==> src/rtl/axis_in_pkg.sv <==
// Shared types for the AXI-Stream input stage: control FSM state encoding and
// a helper that sizes FIFO pointers from the configured depth.
package axis_in_pkg;

  typedef enum logic [1:0] {
    IDLE  = 2'd0,
    RUN   = 2'd1,
    DRAIN = 2'd2
  } state_e;

  // Depth of 2 still needs a 1-bit pointer, so clamp at one bit.
  function automatic int unsigned ptrWidth(input int unsigned depth);
    return (depth <= 2) ? 1 : $clog2(depth);
  endfunction

endpackage

==> src/rtl/axis_sync_fifo.sv <==
// Single-clock FIFO with registered occupancy; full/empty come straight from
// flops. The head output keeps the last popped word while the FIFO is empty.
module axis_sync_fifo
  import axis_in_pkg::*;
#(
  parameter int unsigned pWIDTH = 33,
  parameter int unsigned pDEPTH = 4
) (
  input  logic              clk,
  input  logic              rst_n,
  input  logic              push_i,
  input  logic [pWIDTH-1:0] wdata_i,
  input  logic              pop_i,
  output logic [pWIDTH-1:0] head_o,
  output logic              full_o,
  output logic              empty_o
);

  localparam int unsigned PW = ptrWidth(pDEPTH);
  localparam int unsigned CW = PW + 1;

  logic [pWIDTH-1:0] mem_q [pDEPTH];
  logic [PW-1:0]     wrPtr_q, wrPtr_d;
  logic [PW-1:0]     rdPtr_q, rdPtr_d;
  logic [CW-1:0]     count_q, count_d;
  logic [pWIDTH-1:0] hold_q, hold_d;
  logic              doPush, doPop;

  assign full_o  = (count_q == CW'(pDEPTH));
  assign empty_o = (count_q == '0);
  assign doPush  = push_i & ~full_o;
  assign doPop   = pop_i & ~empty_o;
  assign head_o  = empty_o ? hold_q : mem_q[rdPtr_q];

  always_comb begin
    wrPtr_d = wrPtr_q;
    rdPtr_d = rdPtr_q;
    count_d = count_q;
    hold_d  = hold_q;
    if (doPush) wrPtr_d = wrPtr_q + PW'(1);
    if (doPop) begin
      rdPtr_d = rdPtr_q + PW'(1);
      hold_d  = mem_q[rdPtr_q];
    end
    case ({doPush, doPop})
      2'b10:   count_d = count_q + CW'(1);
      2'b01:   count_d = count_q - CW'(1);
      default: count_d = count_q;
    endcase
  end

  // Storage needs no reset: nothing reads it until a push has marked it valid.
  always_ff @(posedge clk) begin
    if (doPush) mem_q[wrPtr_q] <= wdata_i;
  end

  always_ff @(posedge clk or negedge rst_n) begin
    if (!rst_n) begin
      wrPtr_q <= '0;
      rdPtr_q <= '0;
      count_q <= '0;
      hold_q  <= '0;
    end else begin
      wrPtr_q <= wrPtr_d;
      rdPtr_q <= rdPtr_d;
      count_q <= count_d;
      hold_q  <= hold_d;
    end
  end

endmodule

==> src/rtl/axis_in_fifo.sv <==
// AXI-Stream input stage: frame FSM, sample counter and FIFO feeding the FIR.
// Optional frame-length checking is enabled with AXIS_IN_FIFO_LEN_CHECK_EN.
module axis_in_fifo
  import axis_in_pkg::*;
#(
  parameter int unsigned pDATA_WIDTH = 32,
  parameter int unsigned pDEPTH      = 4,
  parameter int unsigned pCNT_WIDTH  = 16
) (
  input  logic                   clk,
  input  logic                   rst_n,
  input  logic                   ap_start,
  input  logic                   tvalid,
  input  logic [pDATA_WIDTH-1:0] tdata,
  input  logic                   tlast,
  output logic                   tready,
  output logic [pDATA_WIDTH-1:0] strm_data,
  output logic                   strm_valid,
  output logic                   strm_last,
  input  logic                   fir_ready,
  output logic                   axis_finish,
`ifdef AXIS_IN_FIFO_LEN_CHECK_EN
  input  logic [pCNT_WIDTH-1:0]  data_length,
  output logic                   len_err,
`endif
  output logic [pCNT_WIDTH-1:0]  sample_cnt
);

  state_e                  state_q, state_d;
  logic [pCNT_WIDTH-1:0]   sampleCnt_q, sampleCnt_d;
  logic                    finish_q, finish_d;
  logic [pDATA_WIDTH:0]    head;
  logic                    full, empty;
  logic                    push, pop;

  axis_sync_fifo #(
    .pWIDTH (pDATA_WIDTH + 1),
    .pDEPTH (pDEPTH)
  ) u_fifo (
    .clk     (clk),
    .rst_n   (rst_n),
    .push_i  (push),
    .wdata_i ({tlast, tdata}),
    .pop_i   (pop),
    .head_o  (head),
    .full_o  (full),
    .empty_o (empty)
  );

  // tready derives only from flops, breaking the combinational ready chain.
  assign tready      = (state_q == RUN) & ~full;
  assign push        = tvalid & tready;
  assign strm_valid  = ~empty;
  assign pop         = strm_valid & fir_ready;
  assign strm_data   = head[pDATA_WIDTH-1:0];
  assign strm_last   = head[pDATA_WIDTH];
  assign axis_finish = finish_q;
  assign sample_cnt  = sampleCnt_q;

  always_comb begin
    state_d     = state_q;
    finish_d    = 1'b0;
    sampleCnt_d = sampleCnt_q;
    case (state_q)
      IDLE: begin
        if (ap_start) begin
          state_d     = RUN;
          sampleCnt_d = '0;
        end
      end
      RUN: begin
        if (push && tlast) state_d = DRAIN;
      end
      DRAIN: begin
        if (pop && strm_last) begin
          state_d  = IDLE;
          finish_d = 1'b1;
        end
      end
      default: state_d = IDLE;
    endcase
    if (push && (sampleCnt_q != '1)) sampleCnt_d = sampleCnt_q + pCNT_WIDTH'(1);
  end

  always_ff @(posedge clk or negedge rst_n) begin
    if (!rst_n) begin
      state_q     <= IDLE;
      sampleCnt_q <= '0;
      finish_q    <= 1'b0;
    end else begin
      state_q     <= state_d;
      sampleCnt_q <= sampleCnt_d;
      finish_q    <= finish_d;
    end
  end

`ifdef AXIS_IN_FIFO_LEN_CHECK_EN
  logic                  lenErr_q, lenErr_d;
  logic [pCNT_WIDTH-1:0] cntPlusOne;

  assign cntPlusOne = sampleCnt_q + pCNT_WIDTH'(1);
  assign len_err    = lenErr_q;

  // Flags both an early tlast and a missing tlast at the expected length.
  always_comb begin
    lenErr_d = lenErr_q;
    if (state_q == IDLE && ap_start) lenErr_d = 1'b0;
    if (push && ((tlast && cntPlusOne != data_length) ||
                 (!tlast && cntPlusOne == data_length))) lenErr_d = 1'b1;
  end

  always_ff @(posedge clk or negedge rst_n) begin
    if (!rst_n) lenErr_q <= 1'b0;
    else        lenErr_q <= lenErr_d;
  end
`endif

endmodule

==> config.mk <==
export PLATFORM = sky130hd
export DESIGN_NAME = axis_in_fifo
export DESIGN_NICKNAME = d
export VERILOG_FILES = /design/src/rtl/axis_in_pkg.sv /design/src/rtl/axis_sync_fifo.sv /design/src/rtl/axis_in_fifo.sv
export SDC_FILE = /design/constraint.sdc
export NUM_CORES = 1
export LEC_CHECK = 0
export BUFFER_PORTS_ARGS = -buffer_cell sky130_fd_sc_hd__buf_2
export CAP_MARGIN = 20
export CORE_ASPECT_RATIO = 0.9
export CORE_UTILIZATION = 42
export CTS_CLUSTER_DIAMETER = 150
export CTS_CLUSTER_SIZE = 20
export DETAILED_ROUTE_END_ITERATION = 8
export PLACE_DENSITY_LB_ADDON = 0.1
export REMOVE_ABC_BUFFERS = 1
export SYNTH_ARGS = -nofsm -noshare
export SYNTH_HDL_FRONTEND = slang
export SYNTH_SLANG_ARGS = --single-unit
==> constraint.sdc <==
create_clock -name clk -period 4.8 [get_ports clk]
set_clock_uncertainty 0.2 [all_clocks]
set_input_delay 0.48 -clock clk [delete_from_list [all_inputs] [get_ports clk]]
set_output_delay 0.48 -clock clk [all_outputs]
set_load 0.1 [all_outputs]
==> flow_summary.toml <==
[outcome]
status = "finished, violations left"
violations = "design-rule violations"

[route]
route.detailed.wl_per_inst_um = 19.1
vias_per_cell = 5.21
drt_first_pass_iters = 6
wl_met1_mm = 7.49
ant_nets = 0
drcViolationCount = 4
drt_iter0_markers = 185
met2_length_mm = 7.95
vias = 4441
route.top_layer_used = "met5"
dr_wl_met3_um = 679
routed_wl_mm = 16.2

[timing]
rsz0062_at_grt = "no"
finalSetupViolations = 0
fin_tns_setup_ns = 0
post-route-period-util = 0.740
slew_headroom = 0.335
maxSlewViolCount = 0
fmax_mhz = 281
finalHoldViolations = 0
post-route-min-period_ns = 3.55
tightest_slew_ns = 0.997

[yosys]
synth_edf_count = 132
synth_top_area_cell = "edfxtp_1"
synthTopCellsByArea = "edfxtp_1 (50%), dfrtp_1 (19%), mux4_2 (9.4%)"
avgSynthCellArea_sq_um = 15.7
synth.yosys.seq_area_share = 0.690
synth-xor-area-share = 0.00778
ys_ff_latch = 191
synth_top_family_by_area = "multiplexers"
synth_compound_area_frac = 0.0298
synth_cells = 503
synthAdderAreaFrac = 0.0121
synth_flop_cell = "edfxtp_1"
synthMuxAreaShare = 0.144
syn-cell-area_sq_um = 7880
synth.distinct_cells = 46
synth_warnings = 0
synthSimpleGateAreaFrac = 0.0963
ys_top_cells_by_count = "edfxtp_1 (132), nand2_1 (108), dfrtp_1 (59)"
synth_top_area_frac = 0.503
async_reset_ff_frac = 0.309
synth_most_common_cell = "edfxtp_1"

[die]
core-area_sq_um = 18400
initial_core_util = 0.428
dieArea_sq_um = 19300
row_count = 47
die_w_um = 146
boundaryPins = 90
chipHeight_um = 132

[job]
maxCapViolCount = 0

[cts]
clock_latency_ns = 0.42
cts_sinks = 191
cts_resized = 0
cts_tree = "built"
cts_root_buf = "clkbuf_16"
clk_path_buf_depth = 2
path_clk_slew_ns = 0.07
cts_max_level = 4
numCtsBuffers = 17

[worst_setup_path]
crit_chain = "buf_4 > mux4_2 > mux2_2 > buf_2"
worst_path_max_delay_cell = "dfrtp_2"
worstSetupPathType = "reg2out"
critPathLaunch = "u_fifo.rdPtr_q[0]"
endpoint_kind = "output port"
slowest_delay_ns = 0.79
r2r-start = "u_fifo.count_q[0]"
crit_path_start_kind = "flip-flop"
cp_max_fo = 18
crit_required_ns = 4.12
arrival_ns = 2.87

[finish]
final_nets = 638
drive_above_1_share = 0.330
area.growth.synth_to_final_pct = 16.5

[placed_design]
io_buffers = 89
dp_hpwl_mm = 9.43
gp_congestion = 0.774

[global_route]
antenna_found_initial = 2
grt_util_all_layers = 0.179
grt_overflow_total = 0
grt_max_degree = 60
grt_pass1_vias = 4593
grt_pass1_wl_mm = 25.9

[hold_path]
min_from = "tdata[2]"
hp-class = "in2reg"
-- cell families (layout without fill, tap and decap cells) --
logic type,count (synthesis),count (layout)
flip-flops,191,191
buffers and inverters,36,139
AO/OA/AOI/OAI,31,31
XOR/XNOR,7,7
AND/OR/NAND/NOR,163,163
adder cells (fa/ha/maj),7,7
multiplexers,68,68
other,0,1
-- area by class of cell --
cell class	instances	area [sq um]
Clock buffer	19	443
Clock inverter	13	161
Inverter	13	48.8
Fill cell	1553	9220
Sequential cell	191	5440
Timing Repair Buffer	94	488
Tap cell	245	307
Antenna cell	1	2.50
Multi-Input combinational cell	276	2290
-- sequential cells by signal, summed over array words and instances, names as in the netlist --
signal,count
u_fifo.wrPtr_q,2
u_fifo.count_q,3
sample_cnt,16
u_fifo.mem_q,132
state_q,2
u_fifo.hold_q,33
u_fifo.rdPtr_q,2
axis_finish,1
-- worst paths after layout --
check	endpoint	slack, ns	depth (start not counted)
min	u_fifo.mem_q[1][2]	0.07	1
min in group asynchronous	u_fifo.hold_q[17]	0.52	2
max	strm_data[5]	1.25	4
max in group asynchronous	u_fifo.rdPtr_q[1]	3.28	2
min reg2reg	u_fifo.hold_q[31]	0.27	2
max reg2reg	u_fifo.count_q[2]	2.01	9
-- repair_timing --
item                                   in CTS  in global routing
endpoints found under the hold margin      10                  0
setup buffers                               0                  0
hold buffers                                1                  0
-- per-stage QoR --
| step | worst slack [ns] | std cells | hold WS, ns | cell area, sq um | util |
|---|---|---|---|---|---|
| 6_report | 1.25 | 852 | 0.0681 | 9190 | 0.499 |
| 5_1_grt | 1.04 | 851 | 0.0448 | 9190 | 0.499 |
| 4_1_cts | 1.12 | 851 | 0.0538 | 9190 | 0.499 |
| 3_5_place_dp | 1.58 | 818 | 0.259 | 8570 | 0.466 |
| 3_3_place_gp | 1.62 | 818 | 0.253 | 8570 | 0.466 |
| 2_1_floorplan | 0.0827 | 480 | -0.0156 | 7770 | - |
-- worst max-delay path: cells and delay by family, from the launching register on --
family,cells,cell delay (ns)
buffers and inverters,2,0.78
flip-flops,1,0.79
multiplexers,2,0.86
-- cells in the final DEF (no fill, tap or decap), drive strengths merged, types with 2 or more instances in the layout --
cell | Yosys | final
xnor2 | 5 | 5
mux2 | 33 | 33
or4 | 3 | 3
edfxtp | 132 | 132
clkinv | 0 | 5
nand3 | 8 | 8
nor4 | 3 | 3
o21ai | 5 | 5
ha | 6 | 6
nor3 | 9 | 9
nand2 | 108 | 108
nor2 | 4 | 4
and2 | 5 | 5
a211o | 8 | 8
buf | 17 | 93
a31oi | 2 | 2
o211ai | 5 | 5
nor3b | 2 | 2
dfrtp | 59 | 59
bufinv | 0 | 3
o211a | 2 | 2
or3 | 4 | 4
and3 | 4 | 4
a21oi | 3 | 3
clkbuf | 6 | 19
clkinvlp | 0 | 3
and4 | 2 | 2
mux2i | 2 | 2
mux4 | 33 | 33
and4b | 3 | 3
inv | 13 | 15
nand4 | 6 | 6
xor2 | 2 | 2
-- per-layer routing --
metal / track usage / up-vias
li1: - / 2072
met4: 0.0417 / 2
met5: 0 / -
met2: 0.295 / 95
met1: 0.235 / 2264
met3: 0.0498 / 8
Power is not shown: default switching activity piles up to over one toggle a cycle in this logic, so the estimate is an artifact.
